`src/rtl/if_stage.sv`:
```
// if_stage: RV64I instruction-fetch stage.
// Owns the fetch PC, drives the 64-bit synchronous instruction SRAM and
// extracts the addressed 32-bit word. A one-entry buffer keeps the output
// stable across decode stalls. EX redirects take priority over stalls.
// Optional feature macro: IF_MISALIGN_EXC_EN. When defined, a redirect to
// a target that is not 4-byte aligned raises a fetch exception entry and
// halts fetching until the next redirect.
module if_stage #(
  parameter logic [63:0] RESET_PC = 64'h0000_0000_8000_0000,
  parameter int          IF2ID_WD = 97
) (
  input  logic                clk,
  input  logic                rst,
  input  logic                stall_i,
  input  logic                flush_i,
  input  logic [63:0]         flush_pc_i,
  output logic                inst_sram_en,
  output logic [7:0]          inst_sram_we,
  output logic [63:0]         inst_sram_addr,
  output logic [63:0]         inst_sram_wdata,
  input  logic [63:0]         inst_sram_rdata,
  output logic                if2id_valid,
  output logic [IF2ID_WD-1:0] if2id_bus
);

  localparam logic [31:0] NOP = 32'h0000_0013;

  logic        run;
  logic [63:0] fetch_pc;
  logic        resp_vld;
  logic [63:0] resp_pc;
  logic        resp_exc;
  logic        hold_vld;
  logic [31:0] hold_inst;
  logic        halt;
  logic        misalign;
  logic [63:0] flush_tgt;
  logic [31:0] sel_inst;
  logic [31:0] out_inst;

`ifdef IF_MISALIGN_EXC_EN
  assign misalign  = |flush_pc_i[1:0];
  assign flush_tgt = flush_pc_i;

  // Halt latch: a misaligned redirect stops fetching until the next redirect
  always_ff @(posedge clk or posedge rst) begin
    if (rst)          halt <= 1'b0;
    else if (flush_i) halt <= misalign;
  end
`else
  // Low target bits are dropped, so a misaligned redirect fetches the
  // enclosing aligned word.
  assign misalign  = 1'b0;
  assign flush_tgt = flush_pc_i & ~64'h3;
  assign halt      = 1'b0;
`endif

  assign inst_sram_en    = run & ~stall_i & ~flush_i & ~halt;
  assign inst_sram_we    = 8'h00;
  assign inst_sram_wdata = 64'h0;
  assign inst_sram_addr  = {fetch_pc[63:3], 3'b000};

  // Word select from the returned doubleword; exception entries carry a NOP
  always_comb begin
    sel_inst = resp_pc[2] ? inst_sram_rdata[63:32] : inst_sram_rdata[31:0];
    if (resp_exc) sel_inst = NOP;
    out_inst = 32'h0;
    if (hold_vld)      out_inst = hold_inst;
    else if (resp_vld) out_inst = sel_inst;
  end

  // resp_pc/resp_exc are frozen during a stall, so they stay on the bus
  // directly; only the instruction word needs the hold buffer because the
  // SRAM output is not guaranteed to persist.
  assign if2id_valid = (hold_vld | resp_vld) & ~flush_i;
  assign if2id_bus   = {resp_exc, out_inst, resp_pc};

  // Fetch PC, response tracking and stall buffer
  always_ff @(posedge clk or posedge rst) begin
    if (rst) begin
      run       <= 1'b0;
      fetch_pc  <= RESET_PC;
      resp_vld  <= 1'b0;
      resp_pc   <= 64'h0;
      resp_exc  <= 1'b0;
      hold_vld  <= 1'b0;
      hold_inst <= 32'h0;
    end else begin
      run <= 1'b1;
      if (flush_i) begin
        // Redirect drops everything in flight; a misaligned target becomes
        // a single exception entry presented next cycle.
        fetch_pc <= flush_tgt;
        resp_pc  <= flush_tgt;
        resp_vld <= misalign;
        resp_exc <= misalign;
        hold_vld <= 1'b0;
      end else if (stall_i) begin
        if (!hold_vld) begin
          hold_inst <= sel_inst;
          hold_vld  <= resp_vld;
        end
      end else begin
        // Release edge: ID consumes the current output while the next
        // request is already in flight, so no bubble and no duplicate.
        hold_vld <= 1'b0;
        resp_vld <= inst_sram_en;
        resp_exc <= 1'b0;
        if (inst_sram_en) begin
          resp_pc  <= fetch_pc;
          fetch_pc <= fetch_pc + 64'd4;
        end
      end
    end
  end

endmodule

```
`config.mk`:
```
export PLATFORM = sky130hd
export DESIGN_NAME = if_stage
export DESIGN_NICKNAME = d
export VERILOG_FILES = /design/src/rtl/if_stage.sv
export SDC_FILE = /design/constraint.sdc
export NUM_CORES = 1
export LEC_CHECK = 0
export ABC_AREA = 1
export BUFFER_PORTS_ARGS = -buffer_cell sky130_fd_sc_hd__buf_4
export CAP_MARGIN = 20
export CORE_MARGIN = 2
export CORE_UTILIZATION = 47
export DETAILED_ROUTE_END_ITERATION = 7
export PLACE_DENSITY = 0.8
export SYNTH_ARGS = -nofsm -noshare
export SYNTH_HDL_FRONTEND = slang
export SYNTH_SLANG_ARGS = --single-unit
```
`constraint.sdc`:
```
create_clock -name clk -period 5.5 [get_ports clk]
set_input_delay 0.825 -clock clk [delete_from_list [all_inputs] [get_ports clk]]
set_output_delay 0.825 -clock clk [all_outputs]
set_load 0.01 [all_outputs]
```
Yosys cells after proc, flatten, opt, wreduce, memory -nomap -nowiden:

Cells that the tools add are included.

* register bits: 164
* latch bits: 0
* RAM bits: 0
* memory bits (read-only): 0
* logic and storage cells: 36
* memories kept: 0

* add/sub/neg operators: 1
* multiply operators: 0
* divide/modulo/power cells: 0
* $lt $le $gt $ge: 0
* equal/unequal tests: 1
* shifts and indexed selects: 0
* multiplexer cells: 17
* bitwise gates (word level): 7
* reduce and logical (&&, ||, !) cells: 3

Operator list (count)
* two-way mux 64 bit: 6
* two-way mux 32 bit: 4
* adder 64 x 3 -> 64 bit (second input constant): 1
* two-way mux 1 bit: 7
* bitwise AND 1 bit: 3
* inverter 1 bit: 3
* AND reduction 3 bit: 1
* inequality test 2 x 1 -> 1 bit (second input constant): 1
* AND reduction 2 bit: 1
* nonzero test 2 bit: 1
* OR 1 bit: 1

Logic depth before layout (Yosys ltp):

Gate-level depths: netlist of run 1.

* depth in word-level cells: 6
* gate-level depth with buffers: 12

Least setup slack after synthesis of run 1:

OpenSTA, ideal clock, no wires.

* path kind: input-to-output
* start point: input flush_i
* end point: output if2id_valid
* data arrival time: 1564 ps
* data required time: 4675 ps
* slack: 3111 ps
* cell stages on the path: 4
* buffers on the path: 3
* cell sequence: buf_2 -> buf_2 -> buf_1 -> nor2_1

* word-level cells in the longest chain between the ends: 2

Ends and longest elaborated chain
* from (decl): RTL line 15 `input logic flush_i,`
* inverter 1 bit (no line)
* bitwise AND 1 bit: RTL line 75 `assign if2id_valid = (hold_vld | resp_vld) & ~flush_i;`
* to (decl): RTL line 22 `output logic if2id_valid,`

Every way passes these cells.

Final worst setup path of run 1:

* start point: register resp_pc[2]
* end point: output if2id_bus[87]

* word-level cells in the longest chain between the ends: 4

Ends and longest elaborated chain
* from (decl): RTL line 31 `logic [63:0] resp_pc;`
* from (signal assigned): RTL line 94 `resp_pc <= flush_tgt;`
* from (signal assigned): RTL line 110 `resp_pc <= fetch_pc;`
* two-way mux 32 bit: RTL line 65 `sel_inst = resp_pc[2] ? inst_sram_rdata[63:32] : inst_sram_rdata[31:0];`
* two-way mux 32 bit: RTL line 66 `if (resp_exc) sel_inst = NOP;`
* two-way mux 32 bit: RTL line 69 `else if (resp_vld) out_inst = sel_inst;`
* two-way mux 32 bit: RTL line 68 `if (hold_vld) out_inst = hold_inst;`
* to (decl): RTL line 23 `output logic [IF2ID_WD-1:0] if2id_bus`

Every way passes these cells.

==> results of run 1 <==
[through the flow]
| step | cells | utilization [%] | cell area [sq um] | hold slack, ns |
|---|---|---|---|---|
| finish | 2169 | 57.5 | 13400 | 0.455 |
| global route | 2169 | 57.5 | 13400 | 0.514 |
| CTS | 2167 | 57.3 | 13400 | 0.489 |
| detailed placement | 2135 | 54.5 | 12700 | 0.481 |
| global placement | 2135 | 54.5 | 12700 | 0.470 |
| floorplan | 1723 | - | 11400 | 0.494 |
[layout make-up]
cell class                      count  area, sq um
Inverter                          193          731
Multi-Input combinational cell   1166         5350
Sequential cell                   160         4010
Timing Repair Buffer              299         2280
Clock buffer                       17          425
Fill cell                        2208         9920
Tap cell                          319          399
Clock inverter                     15          219
[cell usage in the layout (no fill, tap or decap), drive strengths merged]
master,n
nand2,426
buf,299
nor2,263
inv,198
dfrtp,159
nand3,118
o21ai,100
a21oi,95
conb,77
nand4,23
a31oi,17
clkbuf,17
nor3,11
o21a,10
o211ai,8
xnor2,4
bufinv,4
clkinv,4
o221ai,2
nor3b,2
a32oi,2
o22ai,2
clkinvlp,2
o311ai,1
o32ai,1
a31o,1
o21bai,1
nand3b,1
ha,1
dfstp,1
[final timing paths]
path | from | end | slack, ns | cells after the start
hold / removal | rst | hold_inst[8] | 0.45 | 2
max in group asynchronous | rst | resp_pc[57] | 3.85 | 3
min in group clk | resp_pc[9] | resp_pc[9] | 0.50 | 2
hold reg to reg | resp_pc[9] | resp_pc[9] | 0.50 | 2
setup reg to reg | fetch_pc[19] | fetch_pc[62] | 3.37 | 9
setup / recovery | resp_pc[2] | if2id_bus[87] | 2.20 | 7
[worst max-delay path, stage by stage, from the launching register on]
cell                      delay [ns]
sky130_fd_sc_hd__dfrtp_1        0.37
sky130_fd_sc_hd__buf_4          0.23
sky130_fd_sc_hd__inv_1          0.79
sky130_fd_sc_hd__nand2_1        0.14
sky130_fd_sc_hd__nand2_1        0.14
sky130_fd_sc_hd__nand3_1        0.07
sky130_fd_sc_hd__o21ai_0        0.11
sky130_fd_sc_hd__buf_4          0.15
[cell usage after synthesis]
cell type,instances
sky130_fd_sc_hd__a21oi_1,92
sky130_fd_sc_hd__a21oi_2,3
sky130_fd_sc_hd__a31o_2,1
sky130_fd_sc_hd__a31oi_1,17
sky130_fd_sc_hd__a32oi_1,2
sky130_fd_sc_hd__buf_1,9
sky130_fd_sc_hd__buf_2,27
sky130_fd_sc_hd__buf_4,139
sky130_fd_sc_hd__clkbuf_1,29
sky130_fd_sc_hd__clkinv_1,1
sky130_fd_sc_hd__conb_1,2
sky130_fd_sc_hd__dfrtp_1,159
sky130_fd_sc_hd__dfstp_2,1
sky130_fd_sc_hd__ha_1,1
sky130_fd_sc_hd__inv_1,186
sky130_fd_sc_hd__inv_2,6
sky130_fd_sc_hd__nand2_1,406
sky130_fd_sc_hd__nand2_2,16
sky130_fd_sc_hd__nand2_4,4
sky130_fd_sc_hd__nand3_1,114
sky130_fd_sc_hd__nand3_2,2
sky130_fd_sc_hd__nand3_4,2
sky130_fd_sc_hd__nand3b_1,1
sky130_fd_sc_hd__nand4_1,23
sky130_fd_sc_hd__nor2_1,231
sky130_fd_sc_hd__nor2_2,17
sky130_fd_sc_hd__nor2_4,14
sky130_fd_sc_hd__nor2_8,1
sky130_fd_sc_hd__nor3_1,7
sky130_fd_sc_hd__nor3_2,3
sky130_fd_sc_hd__nor3_4,1
sky130_fd_sc_hd__nor3b_1,2
sky130_fd_sc_hd__o211ai_1,8
sky130_fd_sc_hd__o21a_1,10
sky130_fd_sc_hd__o21ai_0,91
sky130_fd_sc_hd__o21ai_1,9
sky130_fd_sc_hd__o21bai_1,1
sky130_fd_sc_hd__o221ai_1,2
sky130_fd_sc_hd__o22ai_1,2
sky130_fd_sc_hd__o311ai_0,1
sky130_fd_sc_hd__o32ai_1,1
sky130_fd_sc_hd__xnor2_1,4
[metal layers]
metal	GRT usage, %	wire, um	vias to the layer above
met5	0	0	-
met4	11.5	1220	0
met3	5.58	2970	74
met2	47.6	17200	486
met1	34.4	14100	5183
li1	-	-	5369
[sequential cells by signal, summed over array words and instances (netlist names)]
name,flops
fetch_pc,62
hold_inst,32
hold_vld,1
resp_pc,63
resp_vld,1
run,1
[cell families (layout without fill, tap and decap cells)]
family                     count (synthesis)  in the layout
and+or+nand+nor                          844            844
adders and majority gates                  1              1
DFF                                      160            160
xor gates and xnor gates                   4              4
other                                      2             77
buffers and inverters                    397            524
AOI/OAI and AO/OA                        240            240
[where the power goes]
group	switching (W)	internal (W)
clock	0.000551	0.000776
sequential	0.000180	0.00134
combinational	0.000603	0.000415
total	0.00133	0.00253
==> results.ini, run 1 <==
[logic_synthesis]
flops_latches_synth = 160
avg_synthesized_cell_area_sq_um = 6.74
synth-xor-area-share_pct = 0.315
synth_compound_gate_area_share_pct = 11.8
ys_warn_count = 0
synth_sequential_area_ratio_pct = 36.1
combinational_family_with_the_most_area_after_synthesis = simple AND/OR/NAND/NOR gates
synth.cell_area_sq_um = 11100
synth.distinct_cells = 42
proportion_of_synthesized_area_in_mux_cells_pct = 0
synthSimpleGateAreaFrac_pct = 33.2
yosys.area_share.adder_pct = 0.113
synth.area.top_cells = sky130_fd_sc_hd__dfrtp_1 (36%), sky130_fd_sc_hd__nand2_1 (14%), sky130_fd_sc_hd__buf_4 (9.4%)
post_synth_inst_count = 1648
netlist.area_leader.share_pct = 35.8
post-synth-top-area-cell = sky130_fd_sc_hd__dfrtp_1

[global_routing]
grt_first_pass_wirelength_um = 53900
pin_count_of_the_biggest_net_entering_global_routing = 74
globalRouteOverflowTotal = 0
grt_antenna_before_repair = 0
grt_pass1_vias = 10300
grtUsageTotal_pct = 27.9

[clock_tree]
post_cts_buffers = 0
holdBufCountCts = 0
cts_repair_resize_count = 0
clkLatencyLatePin_ns = 0.44
h-tree-depth = 4
number_of_buffers_added_by_the_clock_tree_synthesis_step = 17
tritoncts_clock_tree = yes
clkSlewWorstSetupHoldPaths_ns = 0.07
cts_root_buf = sky130_fd_sc_hd__clkbuf_16
cts_sinks = 160
clock_tree.buffer_depth = 2

[critical_path]
worst-path-max-fanout = 34
worstSetupPathType = reg -> out
worst_ep_arrival_time_ns = 2.48
cp-end-kind = output port
worst_ep_required_time_ns = 4.68
start_kind = flip-flop

[hold_path]
timing.hold.worst.class = in -> async

[place]
dp_hpwl_um = 26900
detailedPlace.worstSlack_ns = 2.58
portBuffers = 288
finalWeightedCongestion = 0.952

[routing]
final_antenna_net_count = 0
routed_via_density = 5.12
routed_wire_length_per_instance_um = 16.3
postRouteWirelength_um = 35400
drtIter0Drc = 1002
detailedRoute.firstPassIterationCount = 8
vias = 11100
number_of_design_rule_violations_left_after_detail_routing = 0

[cells_and_area]
nNetsFinal = 1970
syn2layout_area_growth_pct = 20.7
final_layout_size_suffix_gt1_share_pct = 21.9
antenna_cells = 0

[floorplan]
die-area_sq_um = 24900
pin_count = 367
initial_core_util_pct = 47.6
die_w_um = 158
coreArea_sq_um = 23300
placement_rows = 56
die_y_um = 158

[power_and_ir_drop]
p_per_area_nw_per_um2 = 288
power.ir.vdd_worst_mv = 0.185
design_power_total_w = 0.00387
leakagePower_nw = 6.71

[flow_run]
cap_viol_max_count = 0

[sta]
timing_max_transition_violations_final = 0
fin_crit_ns = 3.30
worst_slack_ns = 2.20
clock_skew_ns = 0.0123
final_hold_viol_count = 0
setup-tns-final_ns = 0
setup_viol_count_final = 0
post-route-period-util_pct = 60.1
worst_slew_margin_rel_pct = 31.5
max_freq_mhz = 303
worst_slew_pin_slew_ns = 1.03
rsz0062_at_grt = false

[outcome]
run_status = completed

Note: power is estimated with default switching activity, not from simulation.
==> run 2: changes to the inputs <==
ABC_AREA = 0   (was 1)
CORE_AREA = 2 2 144 146   (was default)
CORE_MARGIN = default   (was 2)
CORE_UTILIZATION = default   (was 47)
DIE_AREA = 0 0 146 148   (was default)
PLACE_DENSITY = 0.79   (was 0.8)
clock period = 3.3 ns   (was 5.5 ns; I/O delays follow)
==> run 2 against run 1 <==
Die area fell by 13%. Core utilization grew 0.51 points. Critical path depth is 4 lower. Critical path type unchanged. Critical endpoint is now if2id_bus[84].
==> results.ini, run 2 <==
[outcome]
run_status = completed

[critical_path]
critical_path_cell_count = 3  ; -4
worst_ep_arrival_time_ns = 2.17  ; -0.31 ns
crit_path_max_incr_delay_ns = 0.62  ; -0.17 ns
worstRegToRegCells = 5  ; -4
start_kind = flip-flop
cp_num_buf_inv = 1  ; -2
worstSetupPathType = reg -> out
worst-path-max-fanout = 32  ; -5.9%
slowest_stage = sky130_fd_sc_hd__nand2b_1
cp-end-kind = output port
crit_chain = nand2b_1, o21ai_0, buf_4
worst_ep_required_time_ns = 2.80  ; -1.88 ns
timing.critical_path.max_delay_family = simple AND/OR/NAND/NOR gates

[place]
finalWeightedCongestion = 0.818  ; -14%
dp_hpwl_um = 19500  ; -27%
portBuffers = 288  ; unchanged

[cells_and_area]
most-common-layout-cells = sky130_fd_sc_hd__buf_4 (302), sky130_fd_sc_hd__nand2_1 (187), sky130_fd_sc_hd__dfrtp_1 (158)
seqCellArea_sq_um = 4010  ; about the same
syn2layout_area_growth_pct = 24.1
antenna_cells = 0  ; unchanged
max_flop_register = resp_pc
final_layout_size_suffix_gt1_share_pct = 27.9  ; +6.0 points
multi_input_area_sq_um = 4340  ; -19%
reg.largest.list = resp_pc: 63 flops, fetch_pc: 62 flops, hold_inst: 32 flops
nNetsFinal = 1421  ; -28%
mostFrequentLayoutCell = sky130_fd_sc_hd__buf_4
largest_reg_flops = 63  ; unchanged
fillerInstances = 1800  ; -18%

[logic_synthesis]
netlist.area_leader.share_pct = 42.5  ; +6.7 points
synth_cell_count_leaders = sky130_fd_sc_hd__nand2_1 (187), sky130_fd_sc_hd__dfrtp_1 (159), sky130_fd_sc_hd__buf_4 (138)
synth.area.top_cells = sky130_fd_sc_hd__dfrtp_1 (43%), sky130_fd_sc_hd__buf_4 (11%), sky130_fd_sc_hd__nand2_1 (7.5%)
post_synth_inst_count = 1089  ; -34%
synth.cell_area_sq_um = 9360  ; -16%
avg_synthesized_cell_area_sq_um = 8.60  ; +28%
flops_latches_synth = 160  ; unchanged
synth_ff_type = sky130_fd_sc_hd__dfrtp_1
synth_sequential_area_ratio_pct = 42.8  ; +6.7 points
synth.most_common_cell = sky130_fd_sc_hd__nand2_1
synth.distinct_cells = 57  ; +36%
async_reset_ff_share_pct = 100  ; unchanged
number_of_enable_flip_flop_cells_after_synthesis = 0  ; unchanged
ys_warn_count = 0  ; unchanged
post-synth-top-area-cell = sky130_fd_sc_hd__dfrtp_1

[routing]
number_of_design_rule_violations_left_after_detail_routing = 0  ; unchanged
postRouteWirelength_um = 27200  ; -23%
routed_wire_length_per_instance_um = 17.3  ; +6.0%
drtIter0Drc = 520  ; -48%
vias = 8464  ; -24%
final_antenna_net_count = 0  ; unchanged
detailedRoute.firstPassIterationCount = 5  ; -3
routed_via_density = 5.39  ; +5.2%

[flow_run]
cap_viol_max_count = 0  ; unchanged

[sta]
rsz0062_at_grt = false
timing_max_transition_violations_final = 0  ; unchanged
fin_crit_ns = 2.66
post-route-period-util_pct = 80.7
hold-worst-slack_ns = 0.281  ; -0.174 ns
max_freq_mhz = 376
worst_slew_pin_slew_ns = 1.05  ; +0.0197 ns
worst_slew_margin_rel_pct = 30.3  ; -1.2 points
final_hold_viol_count = 0  ; unchanged
clock_skew_ns = 0.0128  ; +0.000480 ns
setup_viol_count_final = 0  ; unchanged
setup-tns-final_ns = 0  ; unchanged

[floorplan]
initial_core_util_pct = 46.7  ; -0.90 points
die_y_um = 148  ; -6.2%
die_w_um = 146  ; -7.4%
pin_count = 367  ; unchanged
die-area_sq_um = 21600  ; -13%
placement_rows = 52  ; -7.1%
coreArea_sq_um = 20000  ; -14%

[global_routing]
grt_first_pass_wirelength_um = 42400  ; -21%
pin_count_of_the_biggest_net_entering_global_routing = 161  ; +120%
grtUsageTotal_pct = 24.5  ; -3.4 points
grt_pass1_vias = 7985  ; -22%
globalRouteOverflowTotal = 0  ; unchanged
grt_antenna_before_repair = 0  ; unchanged

[power_and_ir_drop]
power.ir.vdd_worst_mv = 0.334  ; +80%
design_power_total_w = 0.00562  ; +45%
p_per_area_nw_per_um2 = 484  ; +68%
leakagePower_nw = 5.27  ; -21%

[clock_tree]
holdBufCountCts = 0  ; unchanged
h-tree-depth = 4  ; unchanged
cts_repair_resize_count = 0  ; unchanged
clkLatencyLatePin_ns = 0.44  ; about the same
cts_sinks = 160  ; unchanged
clock_tree.buffer_depth = 2  ; unchanged
number_of_buffers_added_by_the_clock_tree_synthesis_step = 17  ; unchanged
post_cts_buffers = 0  ; unchanged
cts_root_buf = sky130_fd_sc_hd__clkbuf_16
clkSlewWorstSetupHoldPaths_ns = 0.07  ; about the same
tritoncts_clock_tree = yes

[hold_path]
timing.hold.worst.class = in -> async

[run 2: power by group]
group	total, W	internal (W)	switching [W]
registers	0.00240	0.00218	0.000222
logic	0.00116	0.000533	0.000631
clock network	0.00206	0.00114	0.000922
total	0.00562	0.00385	0.00178
[run 2: path summary, 6_finish.rpt]
path / startpoint / end / slack, ns
min in group clk: flush_pc_i[4] / fetch_pc[4] / 0.30
setup / recovery: hold_vld / if2id_bus[84] / 0.64
setup reg to reg: fetch_pc[21] / fetch_pc[48] / 0.75
hold reg to reg: hold_inst[9] / hold_inst[9] / 0.53
hold / removal: rst / resp_pc[9] / 0.28
max in group asynchronous: rst / resp_pc[2] / 2.33
[run 2: cell type report]
class | count | area share, %
timing repair buffer | 304 | 19.9
clock inverter | 15 | 1.46
sequential | 160 | 34.5
clock buffer | 17 | 3.66
inverter | 7 | 0.280
multi-input combinational | 798 | 37.3
tap | 270 | 2.91
[run 2: tightest hold or removal path, cell delays in order]
cell	delay (ns)
sky130_fd_sc_hd__buf_4	0.12
sky130_fd_sc_hd__clkinvlp_4	0.07
sky130_fd_sc_hd__buf_12	0.56
[run 2: metrics by stage]
stage          utilization (%)  worst slack [ns]  cells  cell area, sq um
2_1_floorplan                -             0.777   1164              9650
3_3_place_gp              55.0             0.834   1539             11000
3_5_place_dp              55.0             0.768   1539             11000
4_1_cts                   58.0             0.626   1571             11600
5_1_grt                   58.0             0.495   1571             11600
6_report                  58.0             0.637   1571             11600
[run 2: cell families after synthesis]
family | after synthesis | share of synthesized area [%]
other cells | 2 | 0.0802
xor+xnor | 35 | 3.28
flops | 160 | 42.8
fa+ha+maj | 1 | 0.134
buf+inv | 206 | 14.1
simple gates | 435 | 22.4
mux | 38 | 4.06
compound gates | 212 | 13.2
[run 2: metal layers]
layer | share of wire, % | global-route usage, %
met2 | 49 | 41.7
met1 | 41 | 31.5
met4 | 1.9 | 7.09
met5 | 0 | 0
met3 | 7.6 | 5.56
